**config.mk**
```make
export PLATFORM = sky130hd
export DESIGN_NAME = fetch_stage_flat
export DESIGN_NICKNAME = d
export VERILOG_FILES = /design/src/rtl/rv_fetch_pkg.sv /design/src/rtl/fetch_stage_if.sv /design/src/rtl/fetch_fifo.sv /design/src/rtl/fetch_stage.sv /design/src/flat_wrapper.sv
export SDC_FILE = /design/constraint.sdc
export NUM_CORES = 1
export LEC_CHECK = 0
export ABC_CLOCK_PERIOD_IN_PS = 2300
export CAP_MARGIN = 30
export CORE_MARGIN = 2
export CORE_UTILIZATION = 40
export CTS_CLUSTER_SIZE = 8
export DETAILED_ROUTE_END_ITERATION = 7
export PLACE_DENSITY_LB_ADDON = 0.08
export SLEW_MARGIN = 30
export SYNTH_ARGS = -nofsm -noshare
export SYNTH_HDL_FRONTEND = slang
export SYNTH_SLANG_ARGS = --single-unit
```
**constraint.sdc**
```tcl
create_clock -name CLK -period 2.3 [get_ports CLK]
set_input_delay 0.575 -clock CLK [delete_from_list [all_inputs] [get_ports CLK]]
set_output_delay 0.575 -clock CLK [all_outputs]
set_load 0.01 [all_outputs]
```
**src/rtl/rv_fetch_pkg.sv**
```systemverilog
// Shared types and constants for the RISC-V instruction fetch stage.
// Imported by the fetch FIFO, the fetch stage top and its bench.
package rv_fetch_pkg;

  localparam int INSN_BYTES = 4;

  localparam logic [31:0] RESET_PC_DEFAULT = 32'h0000_0000;

  typedef struct packed {
    logic [31:0] pc;
    logic [31:0] instr;
  } fetch_entry_t;

  typedef enum logic [1:0] {
    RESET_WAIT,
    RUN,
    KILL
  } fetch_state_e;

endpackage

```
**src/rtl/fetch_stage_if.sv**
```systemverilog
// Instruction memory request/response bus.
// master = fetch stage, slave = instruction memory.
interface fetch_stage_if;

  logic        imem_req_valid;
  logic        imem_req_ready;
  logic [31:0] imem_addr;
  logic        imem_rsp_valid;
  logic [31:0] imem_rsp_data;

  modport master (
    output imem_req_valid,
    output imem_addr,
    input  imem_req_ready,
    input  imem_rsp_valid,
    input  imem_rsp_data
  );

  modport slave (
    input  imem_req_valid,
    input  imem_addr,
    output imem_req_ready,
    output imem_rsp_valid,
    output imem_rsp_data
  );

endinterface

```
**src/rtl/fetch_fifo.sv**
```systemverilog
// Output buffer of fetched {pc, instr} entries.
// Head is read straight from storage so outputs stay registered.
module fetch_fifo
  import rv_fetch_pkg::*;
#(
  parameter  int DEPTH = 4,
  localparam int AW = (DEPTH > 1) ? $clog2(DEPTH) : 1,
  localparam int CW = $clog2(DEPTH + 1)
) (
  input  logic          clk,
  input  logic          rst_n,
  input  logic          flush,
  input  logic          push,
  input  fetch_entry_t  wdata,
  input  logic          pop,
  output fetch_entry_t  head,
  output logic [CW-1:0] count
);

  fetch_entry_t  mem [DEPTH];
  logic [AW-1:0] rd_ptr;
  logic [AW-1:0] wr_ptr;

  function automatic logic [AW-1:0] bump(
    input logic [AW-1:0] p
  );
    return (p == AW'(DEPTH - 1)) ? '0 : p + 1'b1;
  endfunction

  always_ff @(posedge clk or negedge rst_n) begin
    if (!rst_n) begin
      rd_ptr <= '0;
      wr_ptr <= '0;
      count  <= '0;
      for (int i = 0; i < DEPTH; i++) begin
        mem[i] <= '0;
      end
    end else if (flush) begin
      rd_ptr <= '0;
      wr_ptr <= '0;
      count  <= '0;
    end else begin
      if (push) begin
        mem[wr_ptr] <= wdata;
        wr_ptr      <= bump(wr_ptr);
      end
      if (pop) begin
        rd_ptr <= bump(rd_ptr);
      end
      if (push && !pop) begin
        count <= count + 1'b1;
      end else if (pop && !push) begin
        count <= count - 1'b1;
      end
    end
  end

  assign head = mem[rd_ptr];

endmodule

```
**src/rtl/fetch_stage.sv**
```systemverilog
// Instruction fetch: PC register, imem issue, kill tracking.
// Fetched words are buffered in fetch_fifo for the IF/ID register.
module fetch_stage
  import rv_fetch_pkg::*;
#(
  parameter logic [31:0] RESET_PC = RESET_PC_DEFAULT,
  parameter int          DEPTH    = 4,
  localparam int         CW       = $clog2(DEPTH + 1)
) (
  input  logic          CLK,
  input  logic          RSTn,
  input  logic          CE,
  input  logic          redirect_valid,
  input  logic [31:0]   redirect_pc,
  fetch_stage_if.master imem,
  output logic          valid_out,
  input  logic          ready_in,
  output logic [31:0]   instr_out,
  output logic [31:0]   pc_out
);

  fetch_state_e  state;
  fetch_state_e  state_nxt;
  logic [31:0]   pc;
  logic [31:0]   req_pc;
  logic          inflight;
  logic          req_valid;
  logic          accept;
  logic          push;
  logic          pop;
  logic [CW-1:0] count;
  logic [CW:0]   occupancy;
  fetch_entry_t  wdata;
  fetch_entry_t  head;
  logic          unused_bits;

  // Space is reserved for the in-flight word, so a push never hits a full FIFO.
  assign occupancy = {1'b0, count} + {{CW{1'b0}}, inflight};

  always_comb begin
    state_nxt = state;
    req_valid = 1'b0;
    unique case (state)
      RESET_WAIT: state_nxt = RUN;
      RUN, KILL: begin
        state_nxt = (redirect_valid && inflight) ? KILL : RUN;
      end
      default: state_nxt = RESET_WAIT;
    endcase
    if (state != RESET_WAIT && CE && !redirect_valid &&
        occupancy < (CW + 1)'(DEPTH)) begin
      req_valid = 1'b1;
    end
  end

  assign accept = req_valid && imem.imem_req_ready;
  assign push   = imem.imem_rsp_valid && inflight && !redirect_valid;
  assign pop    = valid_out && ready_in;
  assign wdata  = '{pc: req_pc, instr: imem.imem_rsp_data};

  assign imem.imem_req_valid = req_valid;
  assign imem.imem_addr      = pc;

  assign valid_out = (count != '0);
  assign instr_out = head.instr;
  assign pc_out    = head.pc;

  assign unused_bits = ^redirect_pc[1:0];

  always_ff @(posedge CLK or negedge RSTn) begin
    if (!RSTn) begin
      state    <= RESET_WAIT;
      pc       <= RESET_PC;
      req_pc   <= '0;
      inflight <= 1'b0;
    end else begin
      state    <= state_nxt;
      inflight <= accept;
      if (accept) begin
        req_pc <= pc;
      end
      if (redirect_valid) begin
        pc <= {redirect_pc[31:2], 2'b00};
      end else if (accept) begin
        pc <= pc + 32'(INSN_BYTES);
      end
    end
  end

  fetch_fifo #(
    .DEPTH(DEPTH)
  ) u_fifo (
    .clk  (CLK),
    .rst_n(RSTn),
    .flush(redirect_valid),
    .push (push),
    .wdata(wdata),
    .pop  (pop),
    .head (head),
    .count(count)
  );

endmodule
```
**src/flat_wrapper.sv**
```systemverilog
// flat-port wrapper written by rule: the top's interface ports become plain ports
module fetch_stage_flat import rv_fetch_pkg::*;
#(
  parameter logic [31:0] RESET_PC = RESET_PC_DEFAULT,
  parameter int          DEPTH    = 4,
  localparam int         CW       = $clog2(DEPTH + 1)
)
  (CLK, RSTn, CE, redirect_valid, redirect_pc, valid_out, ready_in, instr_out, pc_out, imem_imem_req_valid, imem_imem_addr, imem_imem_req_ready, imem_imem_rsp_valid, imem_imem_rsp_data);
  fetch_stage_if imem_i ();
  input  logic CLK;
  input  logic RSTn;
  input  logic CE;
  input  logic redirect_valid;
  input  logic [31:0] redirect_pc;
  output logic valid_out;
  input  logic ready_in;
  output logic [31:0] instr_out;
  output logic [31:0] pc_out;
  output wire logic [$bits(imem_i.imem_req_valid)-1:0] imem_imem_req_valid;
  output wire logic [$bits(imem_i.imem_addr)-1:0] imem_imem_addr;
  input wire logic [$bits(imem_i.imem_req_ready)-1:0] imem_imem_req_ready;
  input wire logic [$bits(imem_i.imem_rsp_valid)-1:0] imem_imem_rsp_valid;
  input wire logic [$bits(imem_i.imem_rsp_data)-1:0] imem_imem_rsp_data;
  assign imem_imem_req_valid = imem_i.imem_req_valid;
  assign imem_imem_addr = imem_i.imem_addr;
  assign imem_i.imem_req_ready = imem_imem_req_ready;
  assign imem_i.imem_rsp_valid = imem_imem_rsp_valid;
  assign imem_i.imem_rsp_data = imem_imem_rsp_data;
  fetch_stage #(.RESET_PC(RESET_PC), .DEPTH(DEPTH)) u_core (.CLK(CLK), .RSTn(RSTn), .CE(CE), .redirect_valid(redirect_valid), .redirect_pc(redirect_pc), .imem(imem_i), .valid_out(valid_out), .ready_in(ready_in), .instr_out(instr_out), .pc_out(pc_out));
endmodule
```
==> flow_summary.ini <==
[power_and_ir_drop]
p_leak_nw = 8.58
intPower_mw = 13.6
switching_share = 0.279
clock_power_share = 0.308
combinationalPowerShare = 0.303
power_density_mw_per_mm2 = 1020
power.total_mw = 18.9
power.switching_mw = 5.27
p_seq_frac = 0.389
ir_worst_vdd_uv = 612

[logic_synthesis]
syn_avg_cell_area_um2 = 14.9
synth-edff-count = 0
synthArstFlopShare = 1.00
synth-seq-cells = 318
yosys.cell_types.count = 47
ys.flop_type = dfrtp_1
synth-seq-area-share = 0.557
synthCells = 957
synth_area_mm2 = 0.0143
ys.warnings.count = 0

[detailed_routing]
drt_iter0_drc = 430
num_vias = 9072
wirelength_mm = 35.2
dr.pass1.iters = 4
ant_nets = 0
via_per_inst = 5.44
wire_per_inst_um = 21.1
drc = 0

[worst_setup_path]
crit_type = flip-flop to primary output
cp.required_ps = 1730
cpMaxStageDelayCell = mux4_2
r2r_start = u_core.u_fifo.count[0]
cp_max_fo = 8
start_kind = flip-flop
crit_chain = buf_12 > buf_12 > mux4_2 > buf_6
slowest_delay_ps = 550
crit_path_end_kind = primary output
crit_top_cell = buf_12
arrival_ps = 2000
crit_start = u_core.u_fifo.rd_ptr[0]

[floorplan]
die_area_mm2 = 0.0372
die_h_um = 193
rows = 69
start_util = 0.403
ios = 169
fp.coreArea_mm2 = 0.0354
die_w_um = 193

[clock_network]
cts_root_buffer = clkbuf_16
clk_path_buf_depth = 3
clk_pin_slew_ps = 50
numCtsBuffers = 45
h-tree-depth = 2
cts_tree = built
cts_sinks = 318
hold_buffers = 0
worstSkewPairLatency_ps = 530

[placed_design]
hpwl_mm = 23.4
post-place-cells = 1602
placed_area_mm2 = 0.0172
place_congestion = 0.794
io_buffers = 162

[grt]
grt_overflow = 0
grt_pass1_wl_mm = 56.8
grt_pass1_vias = 9777
globalRouteTotalUtil = 0.198
antenna_found_initial = 0
grt_max_degree = 66

[final_layout]
fin_cells = 1667
drive_above_1_share = 0.473
nets = 1281
final_area_mm2 = 0.0186
fillers = 3053
synthToLayoutAreaGrowth_pct = 30.3

[timing]
fin_setup_tns_ps = -13180
final-hold-violation-count = 0
final.setup.worst_slack_ps = -280
skew_ps = 13.5
report.final.slew_viol_count = 0
relSlewSlack = 0.609
worstMarginPinSlew_ps = 587
rsz0062_at_grt = true
fmax_mhz = 388
finalCriticalPeriod_ps = 2580
final.period_utilization = 1.12
finalSetupViolCount = 62

[status]
outcome = finished with violations
violations = setup timing

[run]
maxCapViolCount = 0

[hold_path]
hp-class = input port to asynchronous set/reset pin
-- worst paths after layout --
kind	slack, ps	to	depth (start not counted)
worst max-delay path	-280	pc_out[9]	4
worst min-delay path	40	u_core.u_fifo.mem[147]	1
worst max register to register	230	u_core.u_fifo.count[2]	7
worst min register to register	500	u_core.u_fifo.mem[66]	1
max in group asynchronous	1540	u_core.u_fifo.mem[57]	2
min in group CLK	500	u_core.u_fifo.mem[66]	1
-- registers in the layout (all words and copies together), names as in the netlist --
name / count
u_core.req_pc: 30
u_core.state: 2
u_core.u_fifo.count: 3
u_core.u_fifo.wr_ptr: 2
u_core.u_fifo.mem: 248
u_core.u_fifo.rd_ptr: 2
u_core.inflight: 1
u_core.imem.imem_addr: 30
-- power by group through the flow --
stage,combinational (mW),clock (mW),sequential (mW)
final,5.72,5.82,7.35
after global routing,6.19,6.25,7.52
after CTS,5.68,6.00,7.36
after detailed placement,5.32,0,7.49
after global placement,5.27,0,7.48
after floorplan,2.85,0,7.14
-- layer usage --
layer  track usage  wire length [um]
met1         0.278             16000
met2         0.319             16700
met3        0.0326              1890
met4        0.0551               697
met5             0                 0
-- worst max-delay path, delay by kind of cell, from the launching register on --
kind	cells	cell delay (ps)
muxes	1	550
DFF	1	460
buffers and inverters	3	450
-- cell families (layout without fill, tap and decap cells) --
| group | Yosys count | count (layout) | synth area share |
|---|---|---|---|
| XOR/XNOR | 10 | 10 | 0.00613 |
| flip-flops | 318 | 318 | 0.557 |
| other | 1 | 5 | 0.000263 |
| multiplexers | 344 | 344 | 0.321 |
| AND/OR/NAND/NOR | 143 | 143 | 0.0570 |
| adder cells (fa/ha/maj) | 9 | 9 | 0.00841 |
| buffers and inverters | 74 | 319 | 0.0230 |
| AO/OA/AOI/OAI | 58 | 58 | 0.0271 |
-- synthesized netlist by cell type (8+ instances only) --
master / n / area, um2
and3_1: 12 / 75.1
nand3_1: 19 / 95.1
clkbuf_1: 39 / 146
nor2_1: 23 / 86.3
o31ai_1: 13 / 97.6
a21oi_1: 9 / 45.0
or4_1: 16 / 120
buf_2: 14 / 70.1
a31oi_1: 12 / 75.1
inv_1: 12 / 45.0
nand2_1: 31 / 116
nand4_1: 12 / 75.1
mux2_2: 280 / 3150
o21ai_0: 8 / 40.0
mux4_2: 63 / 1420
ha_1: 8 / 100
dfrtp_1: 318 / 7960
-- cell type report --
| class | instances | area [um2] | share of cell area |
|---|---|---|---|
| Sequential cell | 318 | 7970 | 0.428 |
| Multi-Input combinational cell | 568 | 6060 | 0.326 |
| Timing Repair Buffer | 256 | 2750 | 0.148 |
| Clock buffer | 50 | 1190 | 0.0638 |
| Tap cell | 461 | 577 | 0.0310 |
| Inverter | 12 | 45.0 | 0.00242 |
| Clock inverter | 1 | 8.76 | 0.000471 |
| Antenna cell | 1 | 2.50 | 0.000135 |
-- layout by cell type, fill, tap and decap left out, drive strengths merged, types with 4 or more instances in the layout --
| cell type | Yosys | routed |
|---|---|---|
| o211ai | 7 | 7 |
| nand4 | 13 | 13 |
| dfrtp | 318 | 318 |
| and4 | 6 | 6 |
| nand3 | 19 | 19 |
| mux4 | 63 | 63 |
| xor2 | 6 | 6 |
| inv | 12 | 13 |
| o31ai | 13 | 13 |
| xnor2 | 4 | 4 |
| or3 | 5 | 5 |
| mux2 | 280 | 280 |
| and3 | 12 | 12 |
| buf | 23 | 159 |
| nand2 | 31 | 31 |
| nor2 | 23 | 23 |
| a31oi | 12 | 12 |
| o21ai | 8 | 8 |
| or4 | 17 | 17 |
| conb | 1 | 4 |
| ha | 8 | 8 |
| clkbuf | 39 | 50 |
| a21oi | 9 | 9 |
| clkdlybuf4s50 | 0 | 96 |
-- repair_timing --
item,4_1_cts,5_1_grt
endpoints found under the setup margin,64,66
pin swaps,0,1
buffers inserted,8,5
resized for setup,303,30
cloned,4,0
-- stage by stage --
stage,setup slack [ps],hold slack [ps],util
floorplan,9.05,279,-
global placement,-323,482,0.485
detailed placement,-322,487,0.485
CTS,-380,32.9,0.524
global route,-350,59.5,0.525
finish,-280,41.3,0.526
No activity file was read; power rests on OpenSTA's default activity.
